$ cat config.mk
export PLATFORM = sky130hd
export DESIGN_NAME = stereo_fifo_rd_ctrl
export DESIGN_NICKNAME = d
export VERILOG_FILES = /design/src/rtl/stereo_rd_pkg.sv /design/src/rtl/rd_lat_tracker.sv /design/src/rtl/stereo_fifo_rd_ctrl.sv
export SDC_FILE = /design/constraint.sdc
export NUM_CORES = 1
export LEC_CHECK = 0
export ABC_CLOCK_PERIOD_IN_PS = 2150
export CORE_ASPECT_RATIO = 1.4
export CORE_MARGIN = 3
export CORE_UTILIZATION = 39
export CTS_CLUSTER_DIAMETER = 200
export DETAILED_ROUTE_END_ITERATION = 16
export PLACE_DENSITY_LB_ADDON = 0.25
export SYNTH_ARGS = -nofsm -noshare
export SYNTH_HDL_FRONTEND = slang
export SYNTH_SLANG_ARGS = --single-unit
$ cat constraint.sdc
create_clock -name clk -period 2.15 [get_ports clk]
set_input_delay 0.3225 -clock clk [delete_from_list [all_inputs] [get_ports clk]]
set_output_delay 0.3225 -clock clk [all_outputs]
set_load 0.03 [all_outputs]
$ cat src/rtl/stereo_rd_pkg.sv
// Shared types and constants for the stereo FIFO read-side controller.
package stereo_rd_pkg;

  localparam int CNT_WIDTH          = 16;
  localparam int DEFAULT_DATA_WIDTH = 24;

  // DRAIN flushes an in-flight or pending frame after enable falls.
  typedef enum logic [1:0] {
    IDLE,
    PREFILL,
    RUN,
    DRAIN
  } state_t;

endpackage

$ cat src/rtl/rd_lat_tracker.sv
// Delays the pop strobe by RD_LAT cycles to time the data capture, and
// reports whether any pop is still waiting for its read data.
module rd_lat_tracker #(
  parameter int RD_LAT = 1
) (
  input  logic clk,
  input  logic rst,
  input  logic pop,
  output logic capture,
  output logic inflight
);

  logic [RD_LAT-1:0] pipe_reg;

  generate
    for (genvar gi = 0; gi < RD_LAT; gi++) begin : g_stage
      always_ff @(posedge clk or posedge rst) begin
        if (rst) begin
          pipe_reg[gi] <= 1'b0;
        end else if (gi == 0) begin
          pipe_reg[gi] <= pop;
        end else begin
          pipe_reg[gi] <= pipe_reg[(gi == 0) ? 0 : gi - 1];
        end
      end
    end
  endgenerate

  // Data is valid in the last stage's cycle; capture on the edge that ends it.
  assign capture  = pipe_reg[RD_LAT-1];
  assign inflight = |pipe_reg;

endmodule

$ cat src/rtl/stereo_fifo_rd_ctrl.sv
// Lockstep L/R FIFO read sequencer with prefill, valid/ready frame output and
// underrun recovery. Define STEREO_FIFO_RD_CTRL_UNDERRUN_CNT_EN for underrun_cnt.
module stereo_fifo_rd_ctrl
  import stereo_rd_pkg::*;
#(
  parameter int DATA_WIDTH = DEFAULT_DATA_WIDTH,
  parameter int RD_LAT     = 1
) (
  input  logic                  clk,
  input  logic                  rst,
  input  logic                  enable,
  input  logic                  l_empty,
  input  logic                  l_almost_empty,
  output logic                  l_rd_en,
  input  logic [DATA_WIDTH-1:0] l_rd_data,
  input  logic                  r_empty,
  input  logic                  r_almost_empty,
  output logic                  r_rd_en,
  input  logic [DATA_WIDTH-1:0] r_rd_data,
  output logic                  out_valid,
  input  logic                  out_ready,
  output logic [DATA_WIDTH-1:0] out_left,
  output logic [DATA_WIDTH-1:0] out_right,
  output logic                  underrun,
`ifdef STEREO_FIFO_RD_CTRL_UNDERRUN_CNT_EN
  output logic [CNT_WIDTH-1:0]  underrun_cnt,
`endif
  output logic                  streaming
);

  state_t                state_reg;
  logic                  out_valid_reg;
  logic [DATA_WIDTH-1:0] out_left_reg;
  logic [DATA_WIDTH-1:0] out_right_reg;
  logic                  underrun_reg;
  logic                  pop;
  logic                  capture;
  logic                  inflight;
  logic                  underrun_det;
  logic                  drain_done;

  // A single pop strobe feeds both FIFOs so the channels cannot skew.
  assign pop = (state_reg == RUN) && enable && !inflight && !l_empty && !r_empty
               && (!out_valid_reg || out_ready);

  assign underrun_det = (state_reg == RUN) && enable && out_ready && !out_valid_reg
                        && !inflight && (l_empty || r_empty);

  assign drain_done = !inflight && (!out_valid_reg || out_ready);

  rd_lat_tracker #(
    .RD_LAT (RD_LAT)
  ) u_lat (
    .clk      (clk),
    .rst      (rst),
    .pop      (pop),
    .capture  (capture),
    .inflight (inflight)
  );

  always_ff @(posedge clk or posedge rst) begin
    if (rst) begin
      state_reg     <= IDLE;
      out_valid_reg <= 1'b0;
      out_left_reg  <= '0;
      out_right_reg <= '0;
      underrun_reg  <= 1'b0;
    end else begin
      underrun_reg <= underrun_det;

      if (capture) begin
        out_valid_reg <= 1'b1;
        out_left_reg  <= l_rd_data;
        out_right_reg <= r_rd_data;
      end else if (out_valid_reg && out_ready) begin
        out_valid_reg <= 1'b0;
      end

      case (state_reg)
        IDLE:    if (enable) state_reg <= PREFILL;
        PREFILL: begin
          if (!enable)                             state_reg <= IDLE;
          else if (!l_almost_empty && !r_almost_empty) state_reg <= RUN;
        end
        RUN: begin
          if (!enable)           state_reg <= DRAIN;
          else if (underrun_det) state_reg <= PREFILL;
        end
        DRAIN:   if (drain_done) state_reg <= IDLE;
        default: state_reg <= IDLE;
      endcase
    end
  end

`ifdef STEREO_FIFO_RD_CTRL_UNDERRUN_CNT_EN
  logic                 enable_d_reg;
  logic [CNT_WIDTH-1:0] underrun_cnt_reg;

  // A fresh enable starts a new counting session; the count sticks at all-ones.
  always_ff @(posedge clk or posedge rst) begin
    if (rst) begin
      enable_d_reg     <= 1'b0;
      underrun_cnt_reg <= '0;
    end else begin
      enable_d_reg <= enable;
      if (enable && !enable_d_reg) begin
        underrun_cnt_reg <= '0;
      end else if (underrun_det && (underrun_cnt_reg != '1)) begin
        underrun_cnt_reg <= underrun_cnt_reg + CNT_WIDTH'(1);
      end
    end
  end

  assign underrun_cnt = underrun_cnt_reg;
`endif

  assign l_rd_en   = pop;
  assign r_rd_en   = pop;
  assign out_valid = out_valid_reg;
  assign out_left  = out_left_reg;
  assign out_right = out_right_reg;
  assign underrun  = underrun_reg;
  assign streaming = (state_reg == RUN);

endmodule

# After elaboration in Yosys (flattened, before gate mapping)
# Cells that the tools add are included.
[word_totals] reg_bits=53 input_bits=56 output_inout_bits=53 wordCells=45
[op_classes] n_eq_ne=7 n_mux=9 reduce_logical=23
[op_table] operator="logical AND 1 bit" n=12
[op_table] operator="2-to-1 mux 2 bit" n=6
[op_table] operator="case mux 2 bit (4 select lines)" n=1
[op_table] operator="logical NOT 1 bit" n=6
[op_table] operator="== test 2 bit, second input constant" n=2
[op_table] operator="!= test 2 bit, second input constant" n=2
[op_table] operator="AND reduction 4 bit" n=1
[op_table] operator="!= test 3 x 2 -> 1 bit, second input constant" n=1
[op_table] operator="!= test 3 bit, second input constant" n=1
[op_table] operator="== test 2 x 1 -> 1 bit, second input constant" n=1
[op_table] operator="logical NOT 2 bit" n=1
[op_table] operator="logical OR 1 bit" n=2
[op_table] operator="2-to-1 mux 1 bit" n=2
[op_table] operator="nonzero test 2 bit" n=1

# Logic depth before layout (Yosys ltp)
[logic_depth] ltp_word=9 depth_mapped=5 ltp_nobuf=3

# Modules after synthesis
# From an unflattened synthesis, not the netlist that was laid out.
[unflattened] hier_cells=131 area_unflattened_um2=2107.0
[modules_own_cells] mod="stereo_fifo_rd_ctrl" instances=1 cells_per_inst=128 area_each_um2=2070.7 seq_area_each_um2=1301.2
[modules_own_cells] mod="rd_lat_tracker" instances=1 cells_per_inst=3 area_each_um2=36.3 seq_area_each_um2=25.0

# Least setup slack after synthesis
# Ideal clock, no wire load.
[synth_path] path_kind="flip-flop to output port" from="register state_reg[1]" to="output r_rd_en" arrival_ps=2488 required_time_ps=1827 path_slack_ps=-660 stages_incl_launch_ff=5 path_buffers=1 cell_sequence="dfrtp_1 > nor2b_1 > nand2_1 > nor4_1 > buf_4"
[synth_between] elab_chain_cells=6
[synth_rtl] item="start, declared" line="stereo_fifo_rd_ctrl.sv:31" source="state_t state_reg;"
[synth_rtl] item="start signal, assigned" line="stereo_fifo_rd_ctrl.sv:63" source="state_reg <= IDLE;"
[synth_rtl] item="start signal, assigned" line="stereo_fifo_rd_ctrl.sv:80" source="IDLE: if (enable) state_reg <= PREFILL;"
[synth_rtl] item="start signal, assigned" line="stereo_fifo_rd_ctrl.sv:82" source="if (!enable) state_reg <= IDLE;"
[synth_rtl] item="== test 2 bit"
[synth_rtl] item="net streaming" line="stereo_fifo_rd_ctrl.sv:28" source="output logic streaming"
[synth_rtl] item="logical AND 1 bit (4 in series)" line="stereo_fifo_rd_ctrl.sv:43" source="assign pop = (state_reg == RUN) && enable && !inflight && !l_empty && !r_empty"
[synth_rtl] item="logical AND 1 bit" line="stereo_fifo_rd_ctrl.sv:44" source="&& (!out_valid_reg || out_ready);"
[synth_rtl] item="end, declared" line="stereo_fifo_rd_ctrl.sv:18" source="output logic r_rd_en,"
# The timed path passes the listed nets, and every way through them passes these cells.

# Worst setup path in the final report
[layout_path] from="register state_reg[1]" to="output streaming"
[layout_between] elab_chain_cells=1
[layout_rtl] item="== test 2 bit" line="stereo_fifo_rd_ctrl.sv:123" source="assign streaming = (state_reg == RUN);"
[layout_rtl] item="end, declared" line="stereo_fifo_rd_ctrl.sv:28"
# Every way passes these cells.

==> summary.md <==
| Metric | Value |
|---|---|
| Synthesized area per cell | `15.9 um^2` |
| Post-cts sizing count | `0` |
| Yosys top cell area share | `65.7%` |
| Root Driver | `clkbuf_8` |
| Global-route wire length before repair | `6720 um` |
| Setup slack after layout | `0.220 ns` |
| Part of the power in registers | `41.2%` |
| Post-Route WL | `4400 um` |
| CP Launch Type | `flip-flop` |
| Via/cell ratio | `4.69` |
| VDD IR max | `590 uV` |
| Synth top area cells | `dfrtp_1 (66%), mux2_2 (27%), buf_2 (1.2%)` |
| Outcome | `complete, no violations` |
| Vias in the first global route | `1420` |
| CTS tree | `yes` |
| Antenna violation net count after detailed routing | `0` |
| Fin area | `3320 um^2` |
| Post-synth EDFFs | `0` |
| Share of layout cells above drive strength 1 | `27.5%` |
| Crit share post-route | `89.8%` |
| Final-report max-slew violation count | `0` |
| Sw power | `997 uW` |
| Internal | `2140 uW` |
| Layout Cells excl Fill | `304` |
| Slowest cell on crit path | `clkdlybuf4s50_1` |
| Drt wl/cell | `14.5 um` |
| Syn_nets | `183` |
| Critical path peak fanout | `5` |
| H-tree depth | `2` |
| DPL Wire Length | `3440 um` |
| Overall via count from detail_route | `1427` |
| Max_cap viols | `0` |
| Critical path arrival | `1.61 ns` |
| Antenna Cells | `0` |
| Largest area contributor in the netlist | `dfrtp_1` |
| Setup TNS | `0 ns` |
| Worst Skew | `0.00447 ns` |
| Commonest cells in the netlist | `dfrtp_1 (53), mux2_2 (48), buf_2 (5)` |
| Clk slew on worst S/H paths | `0.09 ns` |
| Post-CTS Setup Bufs | `0` |
| Syn Inst Count | `127` |
| Dpl cells | `296` |
| Final Hold Fails | `0` |
| CTS Buf Count | `5` |
| Combinational share of power | `36.8%` |
| Slew @ Worst Pin | `0.570 ns` |
| Layout Nets | `295` |
| Switching portion of total power | `31.8%` |
| First-pass detailed-route iteration total | `3` |
| Static Leak | `0.00147 uW` |
| CTS max path bufs | `2` |
| Area Overhead vs Synth | `64.4%` |
| Pwr dens | `946 nW/um^2` |
| # setup viols final | `0` |
| Clk pwr share | `22.0%` |
| # port buffers | `108` |
| Initial core utilization | `41.1%` |
| Grt ovf | `0` |
| RSZ-0062 raised after global routing | `no` |
| Slew HR | `61.9%` |
| Crit Path Class | `flip-flop to output port` |
| FFs w/ async S/R, synth | `100%` |
| Largest net degree at the start of global routing | `28` |
| CTS sink cnt | `53` |
| Gp weighted congestion | `0.713` |
| Syn. warnings | `0` |
| Die area | `6090 um^2` |
| Initial DRC count | `58` |
| Fmax | `518 MHz` |
| Worst-Skew Late Latency | `0.30 ns` |
| Library cells used by synthesis | `18` |
| Placed Instance Area | `3200 um^2` |
| Pre-CTS WS | `0.302 ns` |
| Die Y | `91.1 um` |
| Number of top-level pins | `109` |
| GRT Resource Usage Total | `14.5%` |
| # DRC | `0` |
| #FFs+latches synth | `53` |
| Core area | `4920 um^2` |
| Sequential area share after synthesis | `65.7%` |
| Hold Buf Count CTS | `0` |
| Initial antenna violation count | `0` |
| Final Critical Period | `1.93 ns` |
| Critical path's largest stage delay | `0.69 ns` |
| Mapped Area | `2020 um^2` |
| Die Wd | `66.8 um` |
| Critical Path RT | `1.83 ns` |
| WHS | `0.404 ns` |
| Most frequent cell after synthesis | `dfrtp_1` |
| Crit-path cells | `nor2b_2, clkdlybuf4s50_1` |
| Predominant post-synthesis flop cell | `dfrtp_1` |
| Worst Setup End Kind | `output port` |
| FP Rows | `30` |
| Hold Path Class | `primary input to asynchronous set/reset pin` |
-- power groups by stage --
| stage | logic, uW | registers (uW) | clock network (uW) |
|---|---|---|---|
| 2_1_floorplan | 210 | 1710 | 0 |
| 3_3_place_gp | 1150 | 1310 | 0 |
| 3_5_place_dp | 1170 | 1320 | 0 |
| 4_1_cts | 1170 | 1300 | 710 |
| 5_1_grt | 1210 | 1320 | 761 |
| 6_report | 1150 | 1290 | 692 |
-- cell type report --
class	count	area (um^2)
fillers	388	1600
clock buffers	6	82.6
repair buffers	112	1120
clock inverters	2	37.5
inverters	1	3.75
well taps	64	80.1
flip-flops and latches	53	1330
multi-input cells	66	669
-- per-layer routing --
| metal | routed length [um] | GRT usage (%) | vias up |
|---|---|---|---|
| met2 | 2220 | 24.3 | 66 |
| met3 | 481 | 6.19 | 6 |
| met4 | 55 | 5.08 | 0 |
| met5 | 0 | 0 | - |
| met1 | 1650 | 16.1 | 689 |
| li1 | - | - | 666 |
-- worst max-delay path: cells and delay by family, from the launching register on --
family                 cells  cell delay (ns)
flip-flops                 1             0.42
AND/OR/NAND/NOR            1             0.21
buffers and inverters      1             0.69
-- placed cells by master (no fill, tap or decap), drive strengths merged --
master / Yosys / final
clkdlybuf4s50: 0 / 106
dfrtp: 53 / 53
mux2: 48 / 48
clkbuf: 1 / 6
buf: 6 / 6
nor2: 3 / 3
nand2: 3 / 3
nand2b: 2 / 2
nor2b: 2 / 2
o211ai: 1 / 1
nor4b: 1 / 1
a311o: 1 / 1
a31oi: 1 / 1
nor4: 1 / 1
inv: 1 / 1
o21bai: 1 / 1
or4: 1 / 1
a32o: 1 / 1
clkinvlp: 0 / 1
bufinv: 0 / 1
-- per-stage QoR --
step	utilization, %	total power [uW]
after floorplan	-	1920
after global placement	65.1	2460
after detailed placement	65.1	2490
after CTS	67.5	3180
after global routing	67.5	3290
final	67.5	3140
-- logic make-up (layout without fill, tap and decap cells) --
| group | count (synthesis) | count (layout) | share of synthesized area (%) |
|---|---|---|---|
| AND/OR/NAND/NOR | 13 | 13 | 3.47 |
| multiplexers | 48 | 48 | 26.8 |
| AO/OA/AOI/OAI | 5 | 5 | 2.05 |
| flip-flops | 53 | 53 | 65.7 |
| buffers and inverters | 8 | 121 | 2.04 |
-- final timing paths --
check	startpoint	to	slack [ns]	depth (start not counted)
hold / removal	rst	out_left[17]	0.40	2
min in group clk	out_left[8]	out_left[8]	0.51	1
setup reg to reg	u_lat.capture	state_reg[1]	0.76	2
setup / recovery	state_reg[1]	streaming	0.22	2
hold reg to reg	out_left[8]	out_left[8]	0.51	1
max in group asynchronous	rst	out_right[6]	1.22	3
No activity file was read; power rests on OpenSTA's default activity.
